[src/rtl/dump_pkg.sv]
// Shared constants, state encoding and byte-lane helper for the memory dumper.
package dump_pkg;

    // Word address width of program RAM; byte pointer adds the two lane bits.
    localparam int unsigned RAM_ADDR_BITS = 14;
    localparam int unsigned PTR_BITS      = RAM_ADDR_BITS + 2;

    typedef enum logic [2:0] {
        StIdle         = 3'd0,
        StSendSize     = 3'd1,
        StRead         = 3'd2,
        StWaitData     = 3'd3,
        StSendData     = 3'd4,
        StSendChecksum = 3'd5,
        StDone         = 3'd6
    } dump_state_e;

    // Big-endian lane select: lane 0 is the most significant byte of the word.
    function automatic logic [7:0] select_byte(input logic [31:0] word, input logic [1:0] lane);
        logic [7:0] b;
        b = 8'h00;
        unique case (lane)
            2'd0: b = word[31:24];
            2'd1: b = word[23:16];
            2'd2: b = word[15:8];
            2'd3: b = word[7:0];
        endcase
        return b;
    endfunction

endpackage

[src/rtl/dump_if.sv]
// RAM read port and byte-stream transmit handshake between the dumper and its peers.
interface dump_if;
    import dump_pkg::*;

    logic [RAM_ADDR_BITS-1:0] ram_addr;
    logic [3:0]               ram_byteen;
    logic                     ram_rden;
    logic                     ram_wren;
    logic [31:0]              ram_wrdata;
    logic [31:0]              ram_rddata;
    logic                     tx_valid;
    logic [7:0]               tx_data;
    logic                     tx_ready;

    modport master (
        output ram_addr, ram_byteen, ram_rden, ram_wren, ram_wrdata,
        input  ram_rddata,
        output tx_valid, tx_data,
        input  tx_ready
    );

    modport slave (
        input  ram_addr, ram_byteen, ram_rden, ram_wren, ram_wrdata,
        output ram_rddata,
        input  tx_valid, tx_data,
        output tx_ready
    );

endinterface

[src/rtl/dump.sv]
// Streams a byte range of program RAM out as: 3-byte big-endian length, payload, XOR checksum.
module dump
    import dump_pkg::*;
(
    input  logic                clk,
    input  logic                rst,
    input  logic                start,
    input  logic [PTR_BITS-1:0] base,
    input  logic [23:0]         length,
    output logic                busy,
    output logic                done,
    output logic [5:0]          leds,
    dump_if.master              bus
);

    dump_state_e         state;
    logic [PTR_BITS-1:0] ptr;
    logic [23:0]         remaining;
    logic [1:0]          size_idx;
    logic [7:0]          checksum;

    // Address and lane enable come straight from the pointer register; the word is
    // re-read for every byte, so no separate address latch is needed.
    assign bus.ram_addr   = ptr[PTR_BITS-1:2];
    assign bus.ram_byteen = 4'b1000 >> ptr[1:0];
    assign bus.ram_wren   = 1'b0;
    assign bus.ram_wrdata = 32'h0;
    assign leds           = {checksum[2:0], state};

    // Transfer sequencer with registered handshake and status outputs.
    always_ff @(posedge clk or posedge rst) begin
        if (rst) begin
            state        <= StIdle;
            ptr          <= '0;
            remaining    <= 24'h0;
            size_idx     <= 2'd0;
            checksum     <= 8'h00;
            busy         <= 1'b0;
            done         <= 1'b0;
            bus.tx_valid <= 1'b0;
            bus.tx_data  <= 8'h00;
            bus.ram_rden <= 1'b0;
        end else begin
            done <= 1'b0;
            unique case (state)
                StIdle: begin
                    if (start) begin
                        ptr          <= base;
                        remaining    <= length;
                        checksum     <= 8'h00;
                        size_idx     <= 2'd0;
                        busy         <= 1'b1;
                        bus.tx_valid <= 1'b1;
                        bus.tx_data  <= length[23:16];
                        state        <= StSendSize;
                    end
                end
                // remaining is untouched here, so it still holds the length for the header.
                StSendSize: begin
                    if (bus.tx_ready) begin
                        if (size_idx == 2'd2) begin
                            size_idx <= 2'd0;
                            if (remaining == 24'h0) begin
                                bus.tx_data <= checksum;
                                state       <= StSendChecksum;
                            end else begin
                                bus.tx_valid <= 1'b0;
                                bus.ram_rden <= 1'b1;
                                state        <= StRead;
                            end
                        end else begin
                            size_idx    <= size_idx + 2'd1;
                            bus.tx_data <= (size_idx == 2'd0) ? remaining[15:8] : remaining[7:0];
                        end
                    end
                end
                StRead: begin
                    bus.ram_rden <= 1'b0;
                    state        <= StWaitData;
                end
                StWaitData: begin
                    bus.tx_data  <= select_byte(bus.ram_rddata, ptr[1:0]);
                    bus.tx_valid <= 1'b1;
                    state        <= StSendData;
                end
                StSendData: begin
                    if (bus.tx_ready) begin
                        checksum  <= checksum ^ bus.tx_data;
                        ptr       <= ptr + PTR_BITS'(1);
                        remaining <= remaining - 24'd1;
                        if (remaining == 24'd1) begin
                            bus.tx_data <= checksum ^ bus.tx_data;
                            state       <= StSendChecksum;
                        end else begin
                            bus.tx_valid <= 1'b0;
                            bus.ram_rden <= 1'b1;
                            state        <= StRead;
                        end
                    end
                end
                StSendChecksum: begin
                    if (bus.tx_ready) begin
                        bus.tx_valid <= 1'b0;
                        busy         <= 1'b0;
                        done         <= 1'b1;
                        state        <= StDone;
                    end
                end
                StDone: begin
                    state <= StIdle;
                end
                default: begin
                    state <= StIdle;
                end
            endcase
        end
    end

endmodule
[src/flat_wrapper.sv]
// flat-port wrapper written by rule: the top's interface ports become plain ports
module dump_flat import dump_pkg::*;
  (clk, rst, start, base, length, busy, done, leds, bus_ram_addr, bus_ram_byteen, bus_ram_rden, bus_ram_wren, bus_ram_wrdata, bus_ram_rddata, bus_tx_valid, bus_tx_data, bus_tx_ready);
  dump_if bus_i ();
  input  logic clk;
  input  logic rst;
  input  logic start;
  input  logic [PTR_BITS-1:0] base;
  input  logic [23:0] length;
  output logic busy;
  output logic done;
  output logic [5:0] leds;
  output wire logic [$bits(bus_i.ram_addr)-1:0] bus_ram_addr;
  output wire logic [$bits(bus_i.ram_byteen)-1:0] bus_ram_byteen;
  output wire logic [$bits(bus_i.ram_rden)-1:0] bus_ram_rden;
  output wire logic [$bits(bus_i.ram_wren)-1:0] bus_ram_wren;
  output wire logic [$bits(bus_i.ram_wrdata)-1:0] bus_ram_wrdata;
  input wire logic [$bits(bus_i.ram_rddata)-1:0] bus_ram_rddata;
  output wire logic [$bits(bus_i.tx_valid)-1:0] bus_tx_valid;
  output wire logic [$bits(bus_i.tx_data)-1:0] bus_tx_data;
  input wire logic [$bits(bus_i.tx_ready)-1:0] bus_tx_ready;
  assign bus_ram_addr = bus_i.ram_addr;
  assign bus_ram_byteen = bus_i.ram_byteen;
  assign bus_ram_rden = bus_i.ram_rden;
  assign bus_ram_wren = bus_i.ram_wren;
  assign bus_ram_wrdata = bus_i.ram_wrdata;
  assign bus_i.ram_rddata = bus_ram_rddata;
  assign bus_tx_valid = bus_i.tx_valid;
  assign bus_tx_data = bus_i.tx_data;
  assign bus_i.tx_ready = bus_tx_ready;
  dump u_core (.clk(clk), .rst(rst), .start(start), .base(base), .length(length), .busy(busy), .done(done), .leds(leds), .bus(bus_i));
endmodule
[config.mk]
export PLATFORM = sky130hd
export DESIGN_NAME = dump_flat
export DESIGN_NICKNAME = d
export VERILOG_FILES = /design/src/rtl/dump_pkg.sv /design/src/rtl/dump_if.sv /design/src/rtl/dump.sv /design/src/flat_wrapper.sv
export SDC_FILE = /design/constraint.sdc
export NUM_CORES = 1
export LEC_CHECK = 0
export CAP_MARGIN = 20
export CORE_MARGIN = 8
export CORE_UTILIZATION = 52
export CTS_BUF_LIST = sky130_fd_sc_hd__clkbuf_4 sky130_fd_sc_hd__clkbuf_8 sky130_fd_sc_hd__clkbuf_16
export DETAILED_ROUTE_END_ITERATION = 10
export PLACE_DENSITY = 0.84
export SLEW_MARGIN = 20
export SYNTH_ARGS = -nofsm -noshare
export SYNTH_HDL_FRONTEND = slang
export SYNTH_SLANG_ARGS = --single-unit
[constraint.sdc]
create_clock -name clk -period 5.2 [get_ports clk]
set_clock_uncertainty 0.2 [all_clocks]
set_input_delay 1.04 -clock clk [delete_from_list [all_inputs] [get_ports clk]]
set_output_delay 1.04 -clock clk [all_outputs]
set_load 0.02 [all_outputs]
==> flow_summary.toml <==
[synthesis]
yosysSeqAreaShare_pct = 34.1
ys_ff_latch = 65
yosysMostFrequentCell = "dfrtp_1"
synth-async-reset-ratio_pct = 100
synth_top_area_share_pct = 34.1
ys_types = 61
postSynthCellCount = 590
synth_area_leader_cell = "dfrtp_1"
netlist_area_sq_um = 4760
synthFlopType = "dfrtp_1"
yosys_warnings = 0
synth_edf_count = 0
synth_area_leaders = "dfrtp_1 34%, buf_4 7.9%, a21oi_1 5.4%"
avgSynthCellArea_sq_um = 8.08
synth_commonest_cells = "65 x dfrtp_1, 62 x nand2_1, 51 x a21oi_1"

[timing]
fin_crit_sh_pct = 69.7
post-route-min-period_ns = 3.62
rsz0062_at_grt = "no"
slew_viol_final = 0
setup_ws_ns = 1.58
setup-tns-final_ns = 0
finalSetupViolCount = 0
max_slew_margin_pct = 30.1
worst_slew_pin_slew_ns = 1.04
clock.fmax_ghz = 0.276
hold_viol = 0

[power]
cellInternalPower_mw = 1.85
power.leakage_nw = 2.24
p_clk_share_pct = 14.0
power.density_nw_per_um2 = 586
vdd_drop_max_v = 0.000320
switchingPower_mw = 1.61
finalPower_mw = 3.45
switching_share_pct = 46.5
power_frac_comb_pct = 53.2
share_seq_of_total_power_pct = 32.7

[floorplanning]
rows = 35
io_pins = 145
chipHeight_um = 112
core_sq_um = 9060
die_area_sq_um = 12500
initial_core_util_pct = 52.6
die_w_um = 112

[global_route]
grt_pass1_vias = 4641
grt_max_degree = 53
grt_first_pass_wirelength_um = 23200
grt_util_all_layers_pct = 22.4
grt-ovfl-total = 0
antenna_found_initial = 0

[route]
drcViolationCount = 0
routed_via_density = 6.15
postRouteAntennaNets = 0
avgRoutedWirePerCell_um = 18.0
drt_first_pass_iters = 5
drtIter0Drc = 530
via_count = 4776
wirelength_um = 14000

[status]
status = "completed"

[cts]
clk_latency_ns = 0.35
post_cts_buffers = 0
cts_hold_buf = 0
clkSinkCount = 65
h-tree-depth = 3
cts_buffers = 9
cts_tree = "done"
clockRootBuffer = "clkbuf_8"
cts.clk_slew.worst_paths_ns = 0.08
ctsResizeCount = 0
clockBufferDepth = 2

[critical_path]
worst_setup_path_start_kind = "primary input"
worstPathRequired_ns = 5.26
ff2ff_path_depth = 6
worst-endpoint-arrival_ns = 3.68
r2r-end = "u_core.ptr[12]$_DFFE_PP0P_"
endpoint_kind = "flop"
rrSetupSlack_ns = 2.11
reg2reg_from = "u_core.state[2]$_DFFE_PP0P_"
crit_fanout = 26
crit_type = "in -> reg"

[min_path]
whs_endpoint = "u_core.bus.ram_rden$_DFFE_PP0P_"
hold_depth = 2
hp-class = "reg -> reg"
hold_start = "u_core.bus.ram_rden$_DFFE_PP0P_"

[cells_and_area]
layout-drive-gt1-share_pct = 7.37
nNetsFinal = 743
num_antenna_cells = 0
n_fill_cell = 767
areaGrowthSynthToFinish_pct = 23.7

[placed_design]
place_congestion = 0.921
port_buffers = 111
post-dp-hpwl_um = 10400
dp_slack_ns = 1.42

[run]
maxCapViolCount = 0
## power by group through the flow
stage	Combinational [mW]	Clock, mW	Sequential (mW)
floorplan	1.37	0	1.02
global placement	1.76	0	1.11
detailed placement	1.82	0	1.12
CTS	1.83	0.486	1.12
global route	2.02	0.508	1.17
finish	1.84	0.484	1.13
## registers in the layout, summed over array words and instances, names as in the netlist
signal               cells
u_core.state             3
u_core.bus.tx_valid      1
u_core.done              1
u_core.bus.tx_data       8
u_core.checksum          8
u_core.size_idx          2
u_core.remaining        24
u_core.busy              1
u_core.ptr              16
u_core.bus.ram_rden      1
## stage by stage
step / hold slack [ns] / instance area (sq um) / instances / utilization (%)
2_1_floorplan: 0.285 / 4880 / 622 / -
3_3_place_gp: 0.269 / 5670 / 760 / 62.5
3_5_place_dp: 0.292 / 5670 / 760 / 62.5
4_1_cts: 0.309 / 5880 / 776 / 64.9
5_1_grt: 0.329 / 5900 / 776 / 65.0
6_report: 0.293 / 5900 / 776 / 65.0
## logic make-up (layout without fill, tap and decap cells)
kind of cell	after synthesis	count (layout)	synth area share, %
XOR/XNOR	9	9	1.65
adder cells (fa/ha/maj)	7	7	1.84
multiplexers	18	18	4.02
flip-flops	65	65	34.1
other	1	33	0.0787
AND/OR/NAND/NOR	190	190	19.1
buffers and inverters	106	149	12.3
AO/OA/AOI/OAI	194	194	26.8
## area by class of cell
cell class / instances / area (sq um) / area share (%)
Multi-Input combinational cell: 451 / 2690 / 45.7
Sequential cell: 65 / 1630 / 27.6
Timing Repair Buffer: 118 / 1160 / 19.7
Tap cell: 111 / 139 / 2.36
Clock buffer: 9 / 124 / 2.10
Clock inverter: 7 / 93.8 / 1.59
Inverter: 15 / 56.3 / 0.955
## per-layer routing
metal	wire length (um)	global-route usage, %	part of all wire (%)	up-vias
met1	5610	27.5	40	2261
li1	-	-	-	2242
met2	6880	36.6	49	237
met4	282	8.02	2.0	0
met3	1220	6.71	8.7	36
met5	0	0	0	-
## placed cells by master (no fill, tap or decap), types with 3 or more instances in the layout
cell type        count
o211ai_1             5
a22oi_1              4
a222oi_1             8
xnor2_1              9
a2bb2oi_1           12
clkdlybuf4s50_1    111
nor3_1              10
dfrtp_1             65
nand3b_1             3
buf_4                7
nand4_1              7
inv_1               14
or3_1                5
conb_1              33
o311ai_0             9
o21a_1               3
nor4_1               6
nand3_1             23
ha_1                 7
mux2_2               9
o22a_1               4
clkbuf_8             9
a21oi_1             51
nand2b_1             3
and3_1               3
nand2_1             61
nor2_1              49
a31oi_1              7
o22ai_1             15
o221ai_1             9
o21ai_0             50
mux2i_1              9
## critical path, cell delays in order
cell and delay [ns]:
clkdlybuf4s50_1 0.61, nand2_1 0.17, a211o_1 0.63, buf_4 0.35
nor2_1 0.52, nand2_1 0.14, o211ai_1 0.20
## worst max path at each step
stage | startpoint | end
after floorplan | rst | u_core.bus.ram_rden$_DFFE_PP0P_
after global placement | bus_tx_ready | u_core.ptr[12]$_DFFE_PP0P_
after detailed placement | bus_tx_ready | u_core.checksum[7]$_DFFE_PP0P_
after CTS | bus_tx_ready | u_core.ptr[12]$_DFFE_PP0P_
after global routing | bus_tx_ready | u_core.ptr[12]$_DFFE_PP0P_
final | bus_tx_ready | u_core.ptr[12]$_DFFE_PP0P_
(Power assumes the default switching activity.)
